**src/rtl/ifetch_pkg.sv**
```systemverilog
// Shared encodings and constants for the MIPS instruction-fetch sequencer.
package ifetch_pkg;

  typedef enum logic [1:0] {
    BOOT  = 2'd0,
    FETCH = 2'd1,
    HOLD  = 2'd2,
    KILL  = 2'd3
  } fetch_state_e;

  localparam int unsigned PC_INC     = 4;
  localparam logic [31:0] ALIGN_MASK = ~32'd3;

endpackage

```
**src/rtl/ifetch_pc_ctrl_mux1.sv**
```systemverilog
// B-bit 2:1 next-PC mux: sel_i=0 passes op0_i (PC+4), sel_i=1 passes op1_i (redirect target).
module Ifetch_mux1 #(
  parameter int B = 32
) (
  input  logic [B-1:0] op0_i,
  input  logic [B-1:0] op1_i,
  input  logic         sel_i,
  output logic [B-1:0] y_o
);

  assign y_o = sel_i ? op1_i : op0_i;

endmodule

```
**src/rtl/ifetch_pc_ctrl.sv**
```systemverilog
// IFETCH sequencer: owns the PC, runs the imem req/ready handshake and holds one
// registered instruction for decode, handling stalls and branch/jump redirects.
module ifetch_pc_ctrl
  import ifetch_pkg::*;
#(
  parameter int          B        = 32,
  parameter logic [B-1:0] RESET_PC = '0
) (
  input  logic         clk,
  input  logic         reset,
  output logic         imem_req,
  output logic [B-1:0] imem_addr,
  input  logic         imem_ready,
  input  logic [B-1:0] imem_rdata,
  output logic         instr_valid,
  output logic [B-1:0] instr,
  output logic [B-1:0] instr_pc,
  input  logic         id_stall,
  input  logic         br_taken,
  input  logic [B-1:0] br_target,
  input  logic         jump,
  input  logic [B-1:0] jump_target,
  output logic         pc_sel,
  output logic [B-1:0] redir_target
);

  fetch_state_e state_q, state_d;
  logic [B-1:0] pc_q, pc_d;
  logic [B-1:0] pcPending_q, pcPending_d;
  logic [B-1:0] instr_q, instr_d;
  logic [B-1:0] instrPc_q, instrPc_d;
  logic         instrValid_q, instrValid_d;

  logic         redir;
  logic         stallEntry;
  logic [B-1:0] pcPlus4;
  logic [B-1:0] muxOut;

  assign redir        = br_taken | jump;
  assign pc_sel       = redir;
  assign redir_target = (br_taken ? br_target : jump_target) & B'(ALIGN_MASK);
  assign pcPlus4      = pc_q + B'(PC_INC);
  assign stallEntry   = instrValid_q & id_stall;

  Ifetch_mux1 #(.B(B)) uNextPcMux (
    .op0_i (pcPlus4),
    .op1_i (redir_target),
    .sel_i (pc_sel),
    .y_o   (muxOut)
  );

  always_ff @(posedge clk) begin
    if (reset) begin
      state_q      <= BOOT;
      pc_q         <= RESET_PC;
      pcPending_q  <= '0;
      instr_q      <= '0;
      instrPc_q    <= '0;
      instrValid_q <= 1'b0;
    end else begin
      state_q      <= state_d;
      pc_q         <= pc_d;
      pcPending_q  <= pcPending_d;
      instr_q      <= instr_d;
      instrPc_q    <= instrPc_d;
      instrValid_q <= instrValid_d;
    end
  end

  // Output entry drains when decode consumes it; capture below refills it.
  always_comb begin
    state_d      = state_q;
    pc_d         = pc_q;
    pcPending_d  = pcPending_q;
    instr_d      = instr_q;
    instrPc_d    = instrPc_q;
    instrValid_d = instrValid_q & id_stall;
    imem_req     = 1'b0;

    case (state_q)
      BOOT: begin
        state_d = FETCH;
        if (redir) pc_d = muxOut;
      end
      FETCH: begin
        if (stallEntry) begin
          if (redir) pc_d = muxOut;
          else       state_d = HOLD;
        end else begin
          imem_req = 1'b1;
          if (imem_ready) begin
            pc_d = muxOut;
            if (!redir) begin
              instr_d      = imem_rdata;
              instrPc_d    = pc_q;
              instrValid_d = 1'b1;
            end
          end else if (redir) begin
            pcPending_d = redir_target;
            state_d     = KILL;
          end
        end
      end
      HOLD: begin
        if (redir) begin
          pc_d    = muxOut;
          state_d = FETCH;
        end else if (!id_stall) begin
          state_d = FETCH;
        end
      end
      KILL: begin
        imem_req = 1'b1;
        if (redir) pcPending_d = redir_target;
        if (imem_ready) begin
          pc_d    = redir ? muxOut : pcPending_q;
          state_d = FETCH;
        end
      end
      default: state_d = BOOT;
    endcase

    if (redir) instrValid_d = 1'b0;
  end

  assign imem_addr   = pc_q;
  assign instr_valid = instrValid_q;
  assign instr       = instr_q;
  assign instr_pc    = instrPc_q;

endmodule

```
**config.mk**
```make
export PLATFORM = sky130hd
export DESIGN_NAME = ifetch_pc_ctrl
export DESIGN_NICKNAME = d
export VERILOG_FILES = /design/src/rtl/ifetch_pkg.sv /design/src/rtl/ifetch_pc_ctrl_mux1.sv /design/src/rtl/ifetch_pc_ctrl.sv
export SDC_FILE = /design/constraint.sdc
export NUM_CORES = 1
export LEC_CHECK = 0
export CORE_UTILIZATION = 45
export DETAILED_ROUTE_END_ITERATION = 8
export PLACE_DENSITY_LB_ADDON = 0.2
export SYNTH_ARGS = -nofsm -noshare
export SYNTH_HDL_FRONTEND = slang
export SYNTH_HIERARCHICAL = 1
export SYNTH_SLANG_ARGS = --single-unit
```
**constraint.sdc**
```tcl
create_clock -name clk -period 2.8 [get_ports clk]
set_clock_uncertainty 0.1 [all_clocks]
set_input_delay 0.56 -clock clk [delete_from_list [all_inputs] [get_ports clk]]
set_output_delay 0.56 -clock clk [all_outputs]
set_load 0.01 [all_outputs]
```
==> run summary, run 1 <==
Fillers = 1040
Row Count = 42
Core area = 0.0134 mm²
First-pass GRT wire length = 29100 µm
Part of the cycle the worst path needs = 0.950
Hpwl dp = 12200 µm
CTS tree = yes
Startpoint types = input pin
Chip Width = 120 µm
WL/cell = 16.8 µm
Number of routed nets with antenna violations = 0
Total Routing Usage GR = 0.254
Mapped cell area = 0.00627 mm²
Primary FF master, synth = dfxtp_1
TritonRoute pass-1 iters = 7
Average size of a mapped cell = 9.24 µm²
Clock network fraction of total power = 0.466
Drt drc = 0
CP required = 2140 ps
Fin crit period = 2660 ps
RSZ-0062 raised after global routing = false
CP peak stage delay = 590 ps
Resize count post-CTS = 0
Arr. time, crit path = 2000 ps
Seq. cell area = 0.00258 mm²
CTS HTree Levels = 4
Internal = 4.08 mW
Warnings, synthesis = 6
Slew Limit Fails = 0
DP Cell Count = 1046
Net Sw Power = 1.26 mW
Initial DRC count = 303
Switch share = 0.236
Pleak = 3.42 nW
Worst path slowest cell = clkdlybuf4s50_1
Critical path, cell by cell = clkdlybuf4s50_1, nand3b_1, and2_1, clkdlybuf4s50_1
Inserted Diodes = 0
Layout cells sized above 1 = 0.142
Max cap viols = 0
Register area share after synthesis = 0.412
IO buf count = 226
Vias post-DR = 5768
Later-pin clock latency in the skew report = 410 ps
Setup bufs post-CTS = 0
Vias in the first global route = 5884
Area of the multi-input gates = 0.00337 mm²
Worst VDD drop = 354 µV
Cell mode on critical path = clkdlybuf4s50_1
Largest net degree at the start of global routing = 99
Fin. Hold Viols = 0
FMAX = 376 MHz
Die Ht = 120 µm
Worst-path maximum fanout = 7
Power Density = 573 mW/mm²
Num ports = 233
Hold-fix buffers, CTS = 0
CTS root buf = clkbuf_16
Setup violators final = 0
CP endpoint kind = primary output
Comb power frac = 0.157
RD Place Congestion = 0.796
Finished Core Util = 0.695
FF+latch count, synth = 129
Worst-path clk slew = 50 ps
Number of distinct library cells after synthesis = 45
Tightest Hold Check Type = input pin to flip-flop
Sink Count = 129
Die area = 0.0144 mm²
Nets = 992
Max Root-Sink Buffers = 2
Flop pwr share = 0.377
Via/cell ratio = 5.35
Number of synthesized flops with an enable pin = 0
Grt ovf = 0
Setup TNS = 0 ps
Status = completed
Final WL = 18200 µm
CTS Buf Count = 17
Ys async rst share = 0
Final cell count without fillers = 1078
Initial Utilization = 0.468
Antenna violations before repair = 0
Crit Path Category = input pin to primary output
Reg2reg setup slack = 280 ps
Mapped Cells = 678
Layout Area Growth over Synthesis = 48.6%
==> state kept, by name, indices dropped and copies added (netlist names) <==
signal and count:
imem_addr 32, instr 32, instr_pc 32, pcPending_q 30, state_q 2, instr_valid 1
==> cell usage in the layout (no fill, tap or decap), types with 2 or more instances in the layout <==
master           count
xnor2_1             18
o21ai_0              3
conb_1               4
bufinv_16            6
nor2_1              36
xor2_1              10
clkinvlp_4           4
mux2_4              30
and2_1               2
nand4_1              9
buf_4               12
nor3_1               4
clkinv_2             2
nand3_1              8
a21o_1               2
a21oi_1             68
nand4_2              2
buf_12               6
a22oi_1             30
nand2_1            142
dfxtp_1            129
mux2i_1             31
inv_1                4
nor3_2               5
and3_1               5
o2bb2ai_1           32
mux2_2              32
clkdlybuf4s50_1    224
nand2b_1             3
clkinv_4             2
clkbuf_16           17
==> critical path, delay by kind of cell <==
kind / cells / cell delay [ps]
buf+inv: 2 / 1080
simple gates: 2 / 360
==> synthesized netlist by cell type (2+ instances only) <==
cell type | instances | area share
nor2_1 | 36 | 0.022
mux2i_1 | 31 | 0.050
inv_1 | 4 | 0.0024
mux2_4 | 30 | 0.072
nor3_2 | 5 | 0.0080
o21ai_0 | 3 | 0.0024
o2bb2ai_1 | 32 | 0.045
dfxtp_1 | 129 | 0.41
and2_1 | 2 | 0.0020
and4_1 | 2 | 0.0028
nor3_1 | 4 | 0.0032
a22oi_1 | 30 | 0.036
mux2_2 | 32 | 0.058
and3_1 | 5 | 0.0050
nand2_1 | 142 | 0.085
a21oi_1 | 68 | 0.054
nand3_1 | 8 | 0.0064
nand2b_1 | 3 | 0.0030
nand4_2 | 2 | 0.0040
xnor2_1 | 18 | 0.025
clkbuf_1 | 18 | 0.011
xor2_1 | 10 | 0.014
buf_12 | 3 | 0.0096
nand4_1 | 9 | 0.0090
a21o_1 | 2 | 0.0024
buf_4 | 8 | 0.0096
buf_2 | 24 | 0.019
==> layout make-up <==
| class | count | share of cell area |
|---|---|---|
| inverter | 5 | 0.00202 |
| timing repair buffer | 243 | 0.264 |
| multi-input combinational | 493 | 0.361 |
| tap | 176 | 0.0236 |
| clock inverter | 14 | 0.0255 |
| sequential | 129 | 0.277 |
| clock buffer | 18 | 0.0461 |
==> power by group through the flow <==
| stage | Clock (mW) | Sequential, mW | Combinational (mW) |
|---|---|---|---|
| 6_report | 2.49 | 2.01 | 0.838 |
| 5_1_grt | 2.60 | 2.03 | 0.897 |
| 4_1_cts | 2.52 | 2.01 | 0.843 |
| 3_5_place_dp | 0 | 2.05 | 0.835 |
| 3_3_place_gp | 0 | 2.04 | 0.814 |
| 2_1_floorplan | 0 | 2.05 | 0.417 |
==> through the flow <==
stage                     hold slack (ps)  setup slack [ps]  area, µm²  power [mW]
after floorplan                       358               690       6280        2.47
after global placement                341               202       8640        2.86
after detailed placement              347               150       8640        2.89
after CTS                             278               145       9310        5.37
after global routing                  283              68.5       9310        5.52
final                                 285               140       9310        5.34
==> path summary, 6_finish.rpt <==
| kind | from | endpoint | cells past startpoint |
|---|---|---|---|
| setup / recovery | id_stall | imem_req | 4 |
| hold reg to reg | instr[17] | instr[17] | 2 |
| hold / removal | reset | state_q[1] | 2 |
| setup reg to reg | imem_addr[3] | imem_addr[24] | 8 |
==> cell families (layout without fill, tap and decap cells) <==
logic type	Yosys count	after routing	share of synthesized area
AO/OA/AOI/OAI	138	138	0.144
flip-flops	129	129	0.412
other	1	4	0.000598
AND/OR/NAND/NOR	229	229	0.170
multiplexers	93	93	0.179
buffers and inverters	59	280	0.0539
adder cells (fa/ha/maj)	1	1	0.00200
XOR/XNOR	28	28	0.0391
==> layer usage <==
layer  GRT usage  share of wire
met1       0.303           0.42
met2       0.449           0.50
met3      0.0537          0.062
met4      0.0844          0.017
met5           0              0
No activity file was read; power rests on OpenSTA's default activity.
==> run 2, diff against run 1 <==
CORE_UTILIZATION = 55   (was 45)
DONT_BUFFER_PORTS = 1   (was not set)
==> run 2 against run 1 <==
Maximum frequency up 11%; die area down 18%; non-clock buffer count down 223; first-iteration DRC count down 0.99%; final cell count down 24%; via count down 16%; critical path type is now flip-flop to flip-flop; critical endpoint is now imem_addr[24]; highest routed layer unchanged.
==> run summary, run 2 (synthesis results as in run 1) <==
Setup violators final = 0
Initial Utilization = 0.571
Vias post-DR = 4872
Worst-path clk slew = 60 ps
CP endpoint kind = flip-flop
Num ports = 233
Fin. Hold Viols = 0
Layout cells sized above 1 = 0.181
Fin crit period = 2400 ps
Crit Path Category = flip-flop to flip-flop
TritonRoute pass-1 iters = 4
Vias in the first global route = 4635
Hpwl dp = 9900 µm
Setup TNS = 0 ps
Core area = 0.0110 mm²
Initial DRC count = 300
Tightest Hold Check Type = input pin to flip-flop
Least-Margin Pin Slew = 1240 ps
RSZ-0062 raised after global routing = false
Power Density = 687 mW/mm²
IO buf count = 0
Slew headroom = 0.176
Max cap viols = 0
Pleak = 2.55 nW
Largest net degree at the start of global routing = 102
Nets = 769
Grt ovf = 0
WL/cell = 18.9 µm
Number of routed nets with antenna violations = 0
Worst-path maximum fanout = 6
Inserted Diodes = 0
Setup bufs post-CTS = 0
Final WL = 15500 µm
CTS HTree Levels = 4
Slew Limit Fails = 0
Die area = 0.0118 mm²
Drt drc = 0
CTS Buf Count = 17
Most common cell after layout, fill and taps aside = nand2_1
Design Power = 4.74 mW
Row Count = 38
Part of the cycle the worst path needs = 0.855
Reg2reg setup slack = 400 ps
Total Routing Usage GR = 0.260
CTS root buf = clkbuf_16
RD Place Congestion = 0.762
First-pass GRT wire length = 23600 µm
Startpoint types = flip-flop
FMAX = 418 MHz
Commonest non-fill, non-tap cells in the layout = nand2_1 (142), dfxtp_1 (129), a21oi_1 (68)
Die Ht = 109 µm
Max Root-Sink Buffers = 2
Later-pin clock latency in the skew report = 420 ps
Status = completed
Antenna violations before repair = 0
Sink Count = 129
CTS tree = yes
Layout Area Growth over Synthesis = 10.2%
Worst VDD drop = 490 µV
Via/cell ratio = 5.95
Hold-fix buffers, CTS = 0
Chip Width = 109 µm
Resize count post-CTS = 0
Arr. time, crit path = 2590 ps
CP required = 3000 ps
-- run 2: area by class of cell --
type | count | area [µm²]
inverters | 5 | 18.8
flip-flops and latches | 129 | 2580
well taps | 140 | 175
repair buffers | 20 | 175
clock buffers | 27 | 493
fillers | 921 | 4080
multi-input cells | 493 | 3360
clock inverters | 5 | 100
-- run 2: final timing paths --
kind,startpoint,to,cells after the start
worst min register to register,instr[24],instr[24],2
worst min-delay path,reset,instr[24],1
worst max-delay path,imem_addr[3],imem_addr[24],8
worst max register to register,imem_addr[3],imem_addr[24],8
-- run 2: report_power, final --
part / switching, mW / internal, mW
sequential: 0.109 / 1.92
clock: 0.758 / 1.47
combinational: 0.248 / 0.238
total: 1.12 / 3.63
-- run 2: worst max-delay path: stages, from the launching register on --
cell and delay (ps):
dfxtp_1 340, ha_1 200, nand3_1 300, nor3_1 440
nand4_1 170, xnor2_1 160, mux2_4 260, a22oi_1 190
o2bb2ai_1 100
-- run 2: per-layer routing --
layer  vias to the layer above  wire length [µm]  global-route usage
met2                       201              7570               0.434
met3                        18              1200              0.0789
met5                         -                 0                   0
li1                       2338                 -                   -
met4                         0               234              0.0965
met1                      2315              6470               0.314
-- run 2: through the flow --
stage                     setup slack (ps)  cells  hold WS, ps  cell area, µm²   util
final                                  405    819          112            6900  0.629
after global routing                   242    819          100            6900  0.629
after CTS                              420    819         95.9            6900  0.629
after detailed placement               422    787          382            6310  0.575
after global placement                 483    787          374            6310  0.575
after floorplan                        690    681          358            6280      -
==> run 3, diff against run 2 <==
clock period = 2.5 ns   (was 2.8 ns; I/O delays follow)
==> run 3 against run 2 <==
Power increased by 6.5%; count of clock-buffer cells in the layout down 1; sequential power grew 9.9%; global-route usage down 0.42 points.
==> run summary, run 3 (synthesis results as in run 1) <==
Status = completed
CP endpoint kind = flip-flop
Slew headroom = 0.568
Most common cell after layout, fill and taps aside = nand2_1
Vias post-DR = 4947
Worst-path maximum fanout = 6
Setup bufs post-CTS = 0
Initial DRC count = 321
Number of routed nets with antenna violations = 0
Hpwl dp = 10000 µm
Antenna violations before repair = 0
Tightest Hold Check Type = input pin to flip-flop
Switch share = 0.246
RD Place Congestion = 0.799
CTS Buf Count = 17
Hold_ws = 60.9 ps
Core area = 0.0110 mm²
Fillers = 916
DP Worst Slack = 126 ps
End point of the critical path = imem_addr[16]
Internal = 3.81 mW
Hold-fix buffers, CTS = 0
Setup TNS = 0 ps
Crit path from = imem_addr[2]
Grt ovf = 0
Nets = 785
Flop pwr share = 0.441
Die area = 0.0118 mm²
Largest net degree at the start of global routing = 102
CTS tree = yes
Crit Path Category = flip-flop to flip-flop
Worst-path clk slew = 50 ps
Cell area after layout = 0.00699 mm²
Later-pin clock latency in the skew report = 410 ps
Fin. Hold Viols = 0
Reg2reg setup slack = 210 ps
Area of the multi-input gates = 0.00336 mm²
Final WL = 15200 µm
DP Cell Count = 803
IO buf count = 0
FF-to-FF path depth = 8
Drt drc = 0
Total Routing Usage GR = 0.256
Num ports = 233
Row Count = 38
Seq. cell area = 0.00258 mm²
Final worst slack = 207 ps
CTS HTree Levels = 4
Slew Limit Fails = 0
Net Sw Power = 1.24 mW
Setup violators final = 0
Inserted Diodes = 0
Design Power = 5.05 mW
First-pass GRT wire length = 22900 µm
Max cap viols = 0
Least-Margin Pin Slew = 648 ps
Max Root-Sink Buffers = 2
Finished Core Util = 0.636
Part of the cycle the worst path needs = 0.917
End of the worst register-to-register path = imem_addr[16]
Fin crit period = 2290 ps
Clock network fraction of total power = 0.436
Dpl cell area = 0.00645 mm²
Via/cell ratio = 5.92
Layout Area Growth over Synthesis = 11.5%
Arr. time, crit path = 2490 ps
Final cell count without fillers = 835
Initial Utilization = 0.571
Commonest non-fill, non-tap cells in the layout = nand2_1 (142), dfxtp_1 (129), a21oi_1 (68)
Layout cells sized above 1 = 0.204
Worst r2r src = imem_addr[2]
Pleak = 2.62 nW
Startpoint types = flip-flop
FMAX = 436 MHz
Worst VDD drop = 542 µV
CP required = 2690 ps
WL/cell = 18.3 µm
Chip Width = 109 µm
Die Ht = 109 µm
Sink Count = 129
Power Density = 722 mW/mm²
CTS root buf = clkbuf_16
Comb power frac = 0.123
TritonRoute pass-1 iters = 5
Vias in the first global route = 4527
==> run 3: cell count changes in the layout (fill, tap and decap cells not counted), sizes merged <==
cell	before	now
clkinv	2	6
buf	20	36
clkbuf	27	26
bufinv	3	0
==> run 3: power groups by stage <==
stage / registers (mW) / clock network (mW) / logic (mW)
2_1_floorplan: 2.30 / 0 / 0.468
3_3_place_gp: 2.26 / 0 / 0.605
3_5_place_dp: 2.27 / 0 / 0.621
4_1_cts: 2.23 / 2.24 / 0.623
5_1_grt: 2.24 / 2.33 / 0.673
6_report: 2.23 / 2.20 / 0.623
==> run 3: worst min path at each step <==
stage | slack, ps | to | depth (start not counted) | from
floorplan | 360 | instr_pc[0] | 2 | imem_addr[0]
global placement | 370 | pcPending_q[4] | 2 | pcPending_q[4]
detailed placement | 380 | pcPending_q[8] | 2 | pcPending_q[8]
CTS | 30 | instr_pc[20] | 1 | reset
global route | 40 | instr_pc[22] | 1 | reset
finish | 60 | instr[24] | 1 | reset
==> run 3: what timing repair did <==
| item | 4_1_cts | 5_1_grt |
|---|---|---|
| gates resized for setup | 0 | 1 |
| endpoints found under the setup margin | 0 | 2 |
| hold endpoints to repair | 0 | 0 |
==> run 3: metal layers <==
| metal | vias to the layer above | share of wire | global-route usage |
|---|---|---|---|
| li1 | 2367 | - | - |
| met1 | 2372 | 0.42 | 0.305 |
| met2 | 194 | 0.48 | 0.425 |
| met3 | 14 | 0.081 | 0.0915 |
| met4 | 0 | 0.012 | 0.0878 |
| met5 | - | 0 | 0 |
==> run 3: area by class of cell <==
class	instances	area share
clock inverters	6	0.00430
clock buffers	26	0.0714
repair buffers	36	0.0458
inverters	5	0.00269
multi-input cells	493	0.481
flip-flops and latches	129	0.369
well taps	140	0.0251
==> run 3: worst max-delay path, cell delays in order (launching register included) <==
cell	delay (ps)
dfxtp_1	330
ha_1	190
nand3_1	280
nor3_2	420
and3_1	230
xor2_1	70
mux2_4	270
a22oi_1	190
o2bb2ai_1	90
